===== src/rtl/demux_1x2_32b_buf_pkg.sv =====
// Shared constants and buffer state encoding for the registered 1-to-2 demux.
// The optional per-output transfer counters are enabled by the DEMUX_CNT_EN macro.
package demux_pkg;

   localparam int DEF_DATA_W = 32;
   localparam int DEF_CNT_W  = 16;

   localparam logic SEL_Y0 = 1'b0;
   localparam logic SEL_Y1 = 1'b1;

   typedef enum logic {
      EMPTY = 1'b0,
      FULL  = 1'b1
   } buf_state_t;

endpackage


===== src/rtl/demux_1x2_32b_buf_hold_reg.sv =====
// One-entry valid/ready holding register (EMPTY <-> FULL) used once per demux output.
// With DEMUX_CNT_EN defined it also counts the words drained through it.
module hold_reg_32b
   import demux_pkg::*;
#(
   parameter int DATA_W = DEF_DATA_W
`ifdef DEMUX_CNT_EN
   ,
   parameter int CNT_W  = DEF_CNT_W
`endif
) (
   input  logic              clk,
   input  logic              reset,
   input  logic              load,
   input  logic [DATA_W-1:0] din,
   input  logic              out_ready,
   output logic [DATA_W-1:0] data,
   output logic              full,
   output logic              can_load
`ifdef DEMUX_CNT_EN
   ,
   output logic [CNT_W-1:0]  cnt
`endif
);

   buf_state_t        state;
   buf_state_t        state_next;
   logic [DATA_W-1:0] data_q;
   logic [DATA_W-1:0] data_next;
   logic              drain;

   assign drain    = (state == FULL) && out_ready;
   assign can_load = (state == EMPTY) || out_ready;
   assign data     = data_q;
   assign full     = (state == FULL);

   // A load wins over a same-cycle drain so the buffer can stream one word per cycle.
   always_comb begin
      state_next = state;
      data_next  = data_q;
      if (load) begin
         state_next = FULL;
         data_next  = din;
      end else if (drain) begin
         state_next = EMPTY;
      end
   end

   always_ff @(posedge clk) begin
      if (reset) begin
         state  <= EMPTY;
         data_q <= '0;
      end else begin
         state  <= state_next;
         data_q <= data_next;
      end
   end

`ifdef DEMUX_CNT_EN
   always_ff @(posedge clk) begin
      if (reset) begin
         cnt <= '0;
      end else if (drain) begin
         cnt <= cnt + 1'b1;
      end
   end
`endif

endmodule


===== src/rtl/demux_1x2_32b_buf.sv =====
// Registered 1-to-2 demultiplexer: steers each accepted word into one of two holding buffers.
// Define DEMUX_CNT_EN to add the Cnt0/Cnt1 delivered-word counters.
module demux_1x2_32b_buf
   import demux_pkg::*;
#(
   parameter int DATA_W = DEF_DATA_W,
   parameter int CNT_W  = DEF_CNT_W
) (
   input  logic              Clk,
   input  logic              Reset,
   input  logic [DATA_W-1:0] X,
   input  logic              Sel,
   input  logic              In_Valid,
   output logic              In_Ready,
   output logic [DATA_W-1:0] Y0,
   output logic              Y0_Valid,
   input  logic              Y0_Ready,
   output logic [DATA_W-1:0] Y1,
   output logic              Y1_Valid,
   input  logic              Y1_Ready
`ifdef DEMUX_CNT_EN
   ,
   output logic [CNT_W-1:0]  Cnt0,
   output logic [CNT_W-1:0]  Cnt1
`endif
);

   logic can_load0;
   logic can_load1;
   logic accept;
   logic load0;
   logic load1;

   // Readiness looks only at the selected buffer, so a stalled channel never blocks the other.
   assign In_Ready = (Sel == SEL_Y1) ? can_load1 : can_load0;
   assign accept   = In_Valid && In_Ready;
   assign load0    = accept && (Sel == SEL_Y0);
   assign load1    = accept && (Sel == SEL_Y1);

   hold_reg_32b #(
      .DATA_W   (DATA_W)
`ifdef DEMUX_CNT_EN
      ,
      .CNT_W    (CNT_W)
`endif
   ) u_buf0 (
      .clk      (Clk),
      .reset    (Reset),
      .load     (load0),
      .din      (X),
      .out_ready(Y0_Ready),
      .data     (Y0),
      .full     (Y0_Valid),
      .can_load (can_load0)
`ifdef DEMUX_CNT_EN
      ,
      .cnt      (Cnt0)
`endif
   );

   hold_reg_32b #(
      .DATA_W   (DATA_W)
`ifdef DEMUX_CNT_EN
      ,
      .CNT_W    (CNT_W)
`endif
   ) u_buf1 (
      .clk      (Clk),
      .reset    (Reset),
      .load     (load1),
      .din      (X),
      .out_ready(Y1_Ready),
      .data     (Y1),
      .full     (Y1_Valid),
      .can_load (can_load1)
`ifdef DEMUX_CNT_EN
      ,
      .cnt      (Cnt1)
`endif
   );

endmodule


===== config.mk =====
export PLATFORM = sky130hd
export DESIGN_NAME = demux_1x2_32b_buf
export DESIGN_NICKNAME = d
export VERILOG_FILES = /design/src/rtl/demux_1x2_32b_buf_pkg.sv /design/src/rtl/demux_1x2_32b_buf_hold_reg.sv /design/src/rtl/demux_1x2_32b_buf.sv
export SDC_FILE = /design/constraint.sdc
export NUM_CORES = 1
export LEC_CHECK = 0
export CAP_MARGIN = 20
export CELL_PAD_IN_SITES_DETAIL_PLACEMENT = 1
export CELL_PAD_IN_SITES_GLOBAL_PLACEMENT = 2
export CORE_MARGIN = 1
export CORE_UTILIZATION = 22
export DETAILED_ROUTE_END_ITERATION = 6
export PLACE_DENSITY = 0.76
export SLEW_MARGIN = 10
export SYNTH_ARGS = -nofsm -noshare
export SYNTH_HDL_FRONTEND = slang
export SYNTH_HIERARCHICAL = 1
export SYNTH_SLANG_ARGS = --single-unit

===== constraint.sdc =====
create_clock -name Clk -period 1.3 [get_ports Clk]
set_input_delay 0.325 -clock Clk [delete_from_list [all_inputs] [get_ports Clk]]
set_output_delay 0.325 -clock Clk [all_outputs]
set_load 0.1 [all_outputs]

==> run_results.csv, run 1 <==
group,metric,value,unit
synth,post-synth-top-area-cell,"dfxtp_1",
sta,timing.final.crit_share,118,%
global_route,grt_antenna_before_repair,0,
cts,cts_tree,"done",
setup_path,r2r_cells,7,
global_route,grt_start_max_net_pins,67,
power_and_ir_drop,cellPowerDensity,1240,nW/µm²
min_path,worst_hold_path.endpoint,"u_buf0/full",
placement,gp_congestion,0.684,
floorplanning,die_h,107,µm
floorplanning,fp.dieArea,11500,µm²
power_and_ir_drop,total_leakage_power,1.90,nW
sta,skew,0.0116,ns
placement,place_ws,-0.476,ns
route,avgViaCountPerCell,4.11,
run_status,outcome,"finished, violations left",
cts,max-clock-path-buffers,2,
floorplanning,top_level_ports,105,
synth,synthesis.area,2440,µm²
route,drt_drc_violations_left,0,
setup_path,crit-reg2reg-capture,"u_buf0/data[2]",
setup_path,setup.worst_path.class,"reg2out",
global_route,grt_first_pass_wirelength,12.0,mm
route,detail_route.wl_per_cell,15.8,µm
min_path,min_path_cells,3,
sta,worst_margin_pin_slew,0.300,ns
synth,postSynthNetCount,257,
sta,setup_viol_count_final,52,
route,first_pass_iters,4,
min_path,min_path_type,"in2reg",
run_status,violations,"setup timing",
floorplanning,core.rowCount,38,
synth,area_share_of_the_largest_cell_type_after_synthesis,54.1,%
synth,synth-seq-area-share,54.1,%
placement,hpwl,4.76,mm
cts,worst_skew_pair.late_latency,0.34,ns
setup_path,critPathArrivalTime,1.21,ns
synth,synth-seq-cells,66,
min_path,hold_path.startpoint,"Y0_Ready",
synth,netlist_instances,219,
layout,drive_gt1_share,39.9,%
layout,antennaDiodeCount,0,
layout,layout_area_overhead,96.2,%
setup_path,worstReg2RegStart,"u_buf0/full",
synth,yosys.cell_types.count,13,
setup_path,critical_path_peak_fanout,3,
setup_path,critPathRequiredTime,0.98,ns
sta,relSlewSlack,80.0,%
power_and_ir_drop,power,5.96,mW
sta,rsz0062_at_grt,"true",
cts,clock-sinks,66,
setup_path,slack_of_the_worst_reg_to_reg_path,-0.15,ns
global_route,gr-usage-all-layers,14.2,%
floorplanning,core_area,10800,µm²
global_route,grt_pass1_vias,2165,
global_route,grt_overflow,0,
sta,timing.final.max_slew_violations,0,
route,finalWirelength,7.64,mm
synth,yosysWarnings,6,
cts,cts-buffers-inserted,9,
run,cap_viol_max_count,0,
sta,timing.final.hold_violations,0,
cts,htree_num_levels,3,
synth,synthTopCellsByArea,"dfxtp_1 (54%), mux2i_1 (26%), nor2_1 (9.8%), buf_12 (4.9%), buf_6 (0.92%)",
setup_path,timing.critical_path.from_type,"register",
sta,final.min_clock_period,1.54,ns
route,drtIter0Drc,42,
route,ant_nets,0,
placement,buffer_ports.inserted,104,
floorplanning,initial_standard_cell_utilization_of_the_core,22.5,%
cts,clock-root-buffer,"clkbuf_8",
floorplanning,die_width,107,µm
sta,setup_slack,-0.239,ns
power_and_ir_drop,max-vdd-ir-drop,0.535,mV
layout,layout.nets,376,
cts,post_cts_hold_buffer_count,0,
synth,syn_avg_cell_area,11.2,µm²
cts,cts.clk_slew.worst_paths,0.08,ns
route,via_count,1983,
setup_path,end_kind,"output pin",
sta,max_clock_freq,650,MHz
## how the worst max path moves through the flow
stage	from	end	slack, ns	cells after the start
after detailed placement	Y0_Ready	u_buf0/data[23]	-0.48	6
after floorplan	u_buf0/full	u_buf0/data[10]	-0.08	6
after global routing	u_buf0/full	In_Ready	-0.28	3
after CTS	u_buf0/full	In_Ready	-0.26	3
final	u_buf0/full	In_Ready	-0.24	3
after global placement	Y0_Ready	u_buf0/data[11]	-0.44	6
## repair_timing
item                                    CTS  global route
setup buffers                            10             3
pin swaps                                 2            10
cloned                                    6             0
resized for setup                        17            36
endpoints found under the setup margin   68            81
## placed cells by master (no fill, tap or decap), types with 2 or more instances in the layout
cell type        instances
buf_12                  78
buf_16                   2
buf_4                    3
buf_6                    4
bufinv_16                2
clkbuf_8                 9
clkdlybuf4s50_1         32
dfxtp_1                 44
dfxtp_2                 20
dfxtp_4                  2
dlygate4sd2_1            4
inv_1                    2
inv_6                    2
mux2i_1                 59
mux2i_2                  4
nand2b_4                 2
nor2_1                  64
## area by class of cell
class | instances | area [µm²]
clock buffer | 9 | 124
clock inverter | 7 | 100
fill | 1121 | 6050
inverter | 2 | 7.51
multi-input combinational | 135 | 986
sequential | 66 | 1350
tap | 140 | 175
timing repair buffer | 124 | 2040
## cells by family after synthesis
family	after synthesis	synth area share, %
AND/OR/NAND/NOR	68	11.1
multiplexers	65	26.8
flip-flops	66	54.1
buffers and inverters	18	7.58
AO/OA/AOI/OAI	2	0.410
## power breakdown
| group | internal (mW) | total (mW) | switching, mW |
|---|---|---|---|
| clock | 1.10 | 1.99 | 0.893 |
| combinational | 0.707 | 1.73 | 1.02 |
| sequential | 2.13 | 2.24 | 0.110 |
| total | 3.93 | 5.96 | 2.03 |
## worst max-delay path, stage by stage (launching register included)
cell and delay (ns):
dfxtp_4 0.36, nand2b_4 0.06, mux2_4 0.28, buf_12 0.17
## state kept, by name, summed over array words and instances, names as in the netlist
name,count
u_buf0/data,32
u_buf1/data,32
u_buf0/full,1
u_buf1/full,1
## cells in the mapped netlist, drive strengths merged
cell,n
clkbuf,4
mux2,1
nand2b,2
and3,1
buf,12
and3b,1
a21oi,2
mux2i,64
nor2,64
inv,2
dfxtp,66
## per-layer routing
| layer | share of wire [%] | wire [µm] | GRT usage (%) |
|---|---|---|---|
| met5 | 0 | 0 | 0 |
| met4 | 1.5 | 116 | 5.87 |
| met3 | 6.7 | 510 | 4.60 |
| met2 | 50 | 3840 | 23.6 |
| met1 | 42 | 3170 | 16.8 |
## through the flow
stage	instances	area [µm²]	util [%]	hold WS [ns]	setup TNS, ns
after global routing	483	4790	44.2	0.383	-7.53
after floorplan	219	2470	-	0.472	-3.26
after CTS	485	4780	44.1	0.385	-1.73
after detailed placement	453	4280	39.5	0.519	-27.59
final	483	4790	44.2	0.402	-4.13
after global placement	453	4280	39.5	0.508	-26.74
Note: power is estimated with default switching activity, not from simulation.
==> run 2: changes to the inputs <==
--- a/config.mk
+++ b/config.mk
@@ -9,9 +9,9 @@
 export CELL_PAD_IN_SITES_DETAIL_PLACEMENT = 1
 export CELL_PAD_IN_SITES_GLOBAL_PLACEMENT = 2
 export CORE_MARGIN = 1
-export CORE_UTILIZATION = 22
+export CORE_UTILIZATION = 27
 export DETAILED_ROUTE_END_ITERATION = 6
-export PLACE_DENSITY = 0.76
+export PLACE_DENSITY = 0.86
 export SLEW_MARGIN = 10
 export SYNTH_ARGS = -nofsm -noshare
 export SYNTH_HDL_FRONTEND = slang
==> constraint.sdc (replaced) <==
create_clock -name Clk -period 1.9 [get_ports Clk]
set_input_delay 0.475 -clock Clk [delete_from_list [all_inputs] [get_ports Clk]]
set_output_delay 0.475 -clock Clk [all_outputs]
set_load 0.1 [all_outputs]
==> run_results.csv, run 2 (synthesis results as in run 1) <==
group,metric,value,unit
sta,final.min_clock_period,1.78,ns
setup_path,timing.critical_path.from_type,"input port",
placement,buffer_ports.inserted,104,
min_path,min_path_type,"reg2reg",
sta,rsz0062_at_grt,"false",
route,detail_route.wl_per_cell,14.9,µm
setup_path,timing.critical_path.depth,4,
layout,nFillCells,904,
layout,layout.nets,362,
setup_path,critical_path_peak_fanout,3,
global_route,grt_start_max_net_pins,67,
power_and_ir_drop,total_leakage_power,1.77,nW
setup_path,slowest_stage_cell_on_the_critical_path,"mux2_4",
sta,relSlewSlack,80.9,%
global_route,grt_antenna_before_repair,0,
layout,layout.cells.non_filler,436,
cts,post_cts_hold_buffer_count,0,
cts,clock-root-buffer,"clkbuf_8",
setup_path,setup.worst_path.end,"In_Ready",
setup_path,end_kind,"output pin",
placement,gp_congestion,0.641,
setup_path,critPathRequiredTime,1.42,ns
setup_path,worstReg2RegStart,"u_buf1/full",
floorplanning,top_level_ports,105,
route,finalWirelength,6.51,mm
floorplanning,core_area,8720,µm²
setup_path,slack_of_the_worst_reg_to_reg_path,0.55,ns
floorplanning,die_h,97.1,µm
route,avgViaCountPerCell,4.34,
global_route,gr-usage-all-layers,14.3,%
setup_path,crit_buf_inv,2,
placement,hpwl,4.68,mm
setup_path,startpoint,"Y0_Ready",
setup_path,cp_slowest_stage_delay,0.28,ns
layout,antennaDiodeCount,0,
setup_path,r2r_cells,6,
route,drt_drc_violations_left,0,
setup_path,critPathArrivalTime,1.30,ns
placement,post-place-cells,420,
cts,cts-buffers-inserted,9,
global_route,grt_overflow,0,
floorplanning,die_width,97.1,µm
run_status,outcome,"complete, no violations",
power_and_ir_drop,power,3.77,mW
sta,max_clock_freq,563,MHz
setup_path,timing.critical_path.max_delay_family,"buffers and inverters",
setup_path,worstPathCellList,"dlygate4sd2_1 > nand2b_4 > mux2_4 > buf_12",
cts,worst_skew_pair.late_latency,0.33,ns
sta,worst_margin_pin_slew,0.286,ns
sta,timing.final.max_slew_violations,0,
global_route,grt_pass1_vias,2012,
route,ant_nets,0,
sta,timing.final.crit_share,93.4,%
cts,cts_tree,"done",
floorplanning,core.rowCount,34,
run,cap_viol_max_count,0,
route,drtIter0Drc,33,
layout,layout_area_overhead,81.0,%
cts,cts.clk_slew.worst_paths,0.06,ns
route,first_pass_iters,4,
layout,final_common_cell,"buf_12",
power_and_ir_drop,cellPowerDensity,853,nW/µm²
setup_path,setup.worst_path.class,"in2out",
layout,drive_gt1_share,29.3,%
global_route,grt_first_pass_wirelength,10.5,mm
power_and_ir_drop,max-vdd-ir-drop,0.324,mV
floorplanning,initial_standard_cell_utilization_of_the_core,28.0,%
route,via_count,1893,
cts,htree_num_levels,3,
sta,setup_viol_count_final,0,
layout,final_cell_mix,"buf_12 (72), mux2i_1 (64), nor2_1 (64), dfxtp_1 (64), clkdlybuf4s50_1 (33)",
sta,skew,0.00873,ns
setup_path,crit-reg2reg-capture,"u_buf1/data[7]",
cts,clock-sinks,66,
cts,max-clock-path-buffers,2,
floorplanning,fp.dieArea,9430,µm²
sta,timing.final.hold_violations,0,
==> run 2: how the worst min path moves through the flow <==
| stage | from | endpoint | cells past startpoint |
|---|---|---|---|
| 2_1_floorplan | X[27] | u_buf0/data[27] | 2 |
| 3_3_place_gp | u_buf1/full | u_buf1/full | 2 |
| 3_5_place_dp | u_buf0/data[14] | u_buf0/data[14] | 2 |
| 4_1_cts | u_buf0/full | u_buf0/full | 2 |
| 5_1_grt | u_buf0/full | u_buf0/full | 2 |
| 6_report | u_buf0/full | u_buf0/full | 2 |
==> run 2: what timing repair did <==
item,in CTS,in global routing
buffers inserted,1,0
resized for setup,5,0
setup endpoints to repair,1,0
==> run 2: report_power, final <==
| part | switching, mW | leakage [nW] | internal, mW |
|---|---|---|---|
| sequential | 0.0750 | 0.541 | 1.45 |
| combinational | 0.671 | 1.13 | 0.426 |
| clock | 0.514 | 0.0941 | 0.629 |
==> run 2: area by class of cell <==
type	count	area, µm²	area share (%)
Timing Repair Buffer	110	1810	41.0
Sequential cell	66	1320	29.9
Multi-Input combinational cell	135	951	21.5
Clock buffer	10	138	3.11
Tap cell	108	135	3.06
Clock inverter	5	55.1	1.25
Inverter	2	7.51	0.170
==> run 2: tightest hold or removal path, delay by kind of cell (launching register included) <==
kind,cells,cell delay [ns]
simple gates,1,0.08
flops,1,0.35
compound gates,1,0.06
==> run 2: metrics by stage <==
step / setup TNS [ns] / utilization, % / setup slack, ns / cell area [µm²] / hold WS [ns]
final: 0 / 50.7 / 0.125 / 4420 / 0.519
after global routing: 0 / 50.7 / 0.101 / 4420 / 0.545
after CTS: 0 / 50.7 / 0.117 / 4420 / 0.531
after detailed placement: -1.76 / 48.3 / -0.115 / 4210 / 0.544
after global placement: -0.810 / 48.3 / -0.0891 / 4210 / 0.533
after floorplan: 0 / - / 0.218 / 2440 / 0.622
==> run 2: layer usage <==
| layer | part of all wire [%] | global-route usage, % | vias to the layer above |
|---|---|---|---|
| li1 | - | - | 928 |
| met1 | 42 | 15.7 | 894 |
| met2 | 51 | 25.6 | 63 |
| met3 | 5.4 | 5.18 | 8 |
| met4 | 1.1 | 4.48 | 0 |
| met5 | 0 | 0 | - |
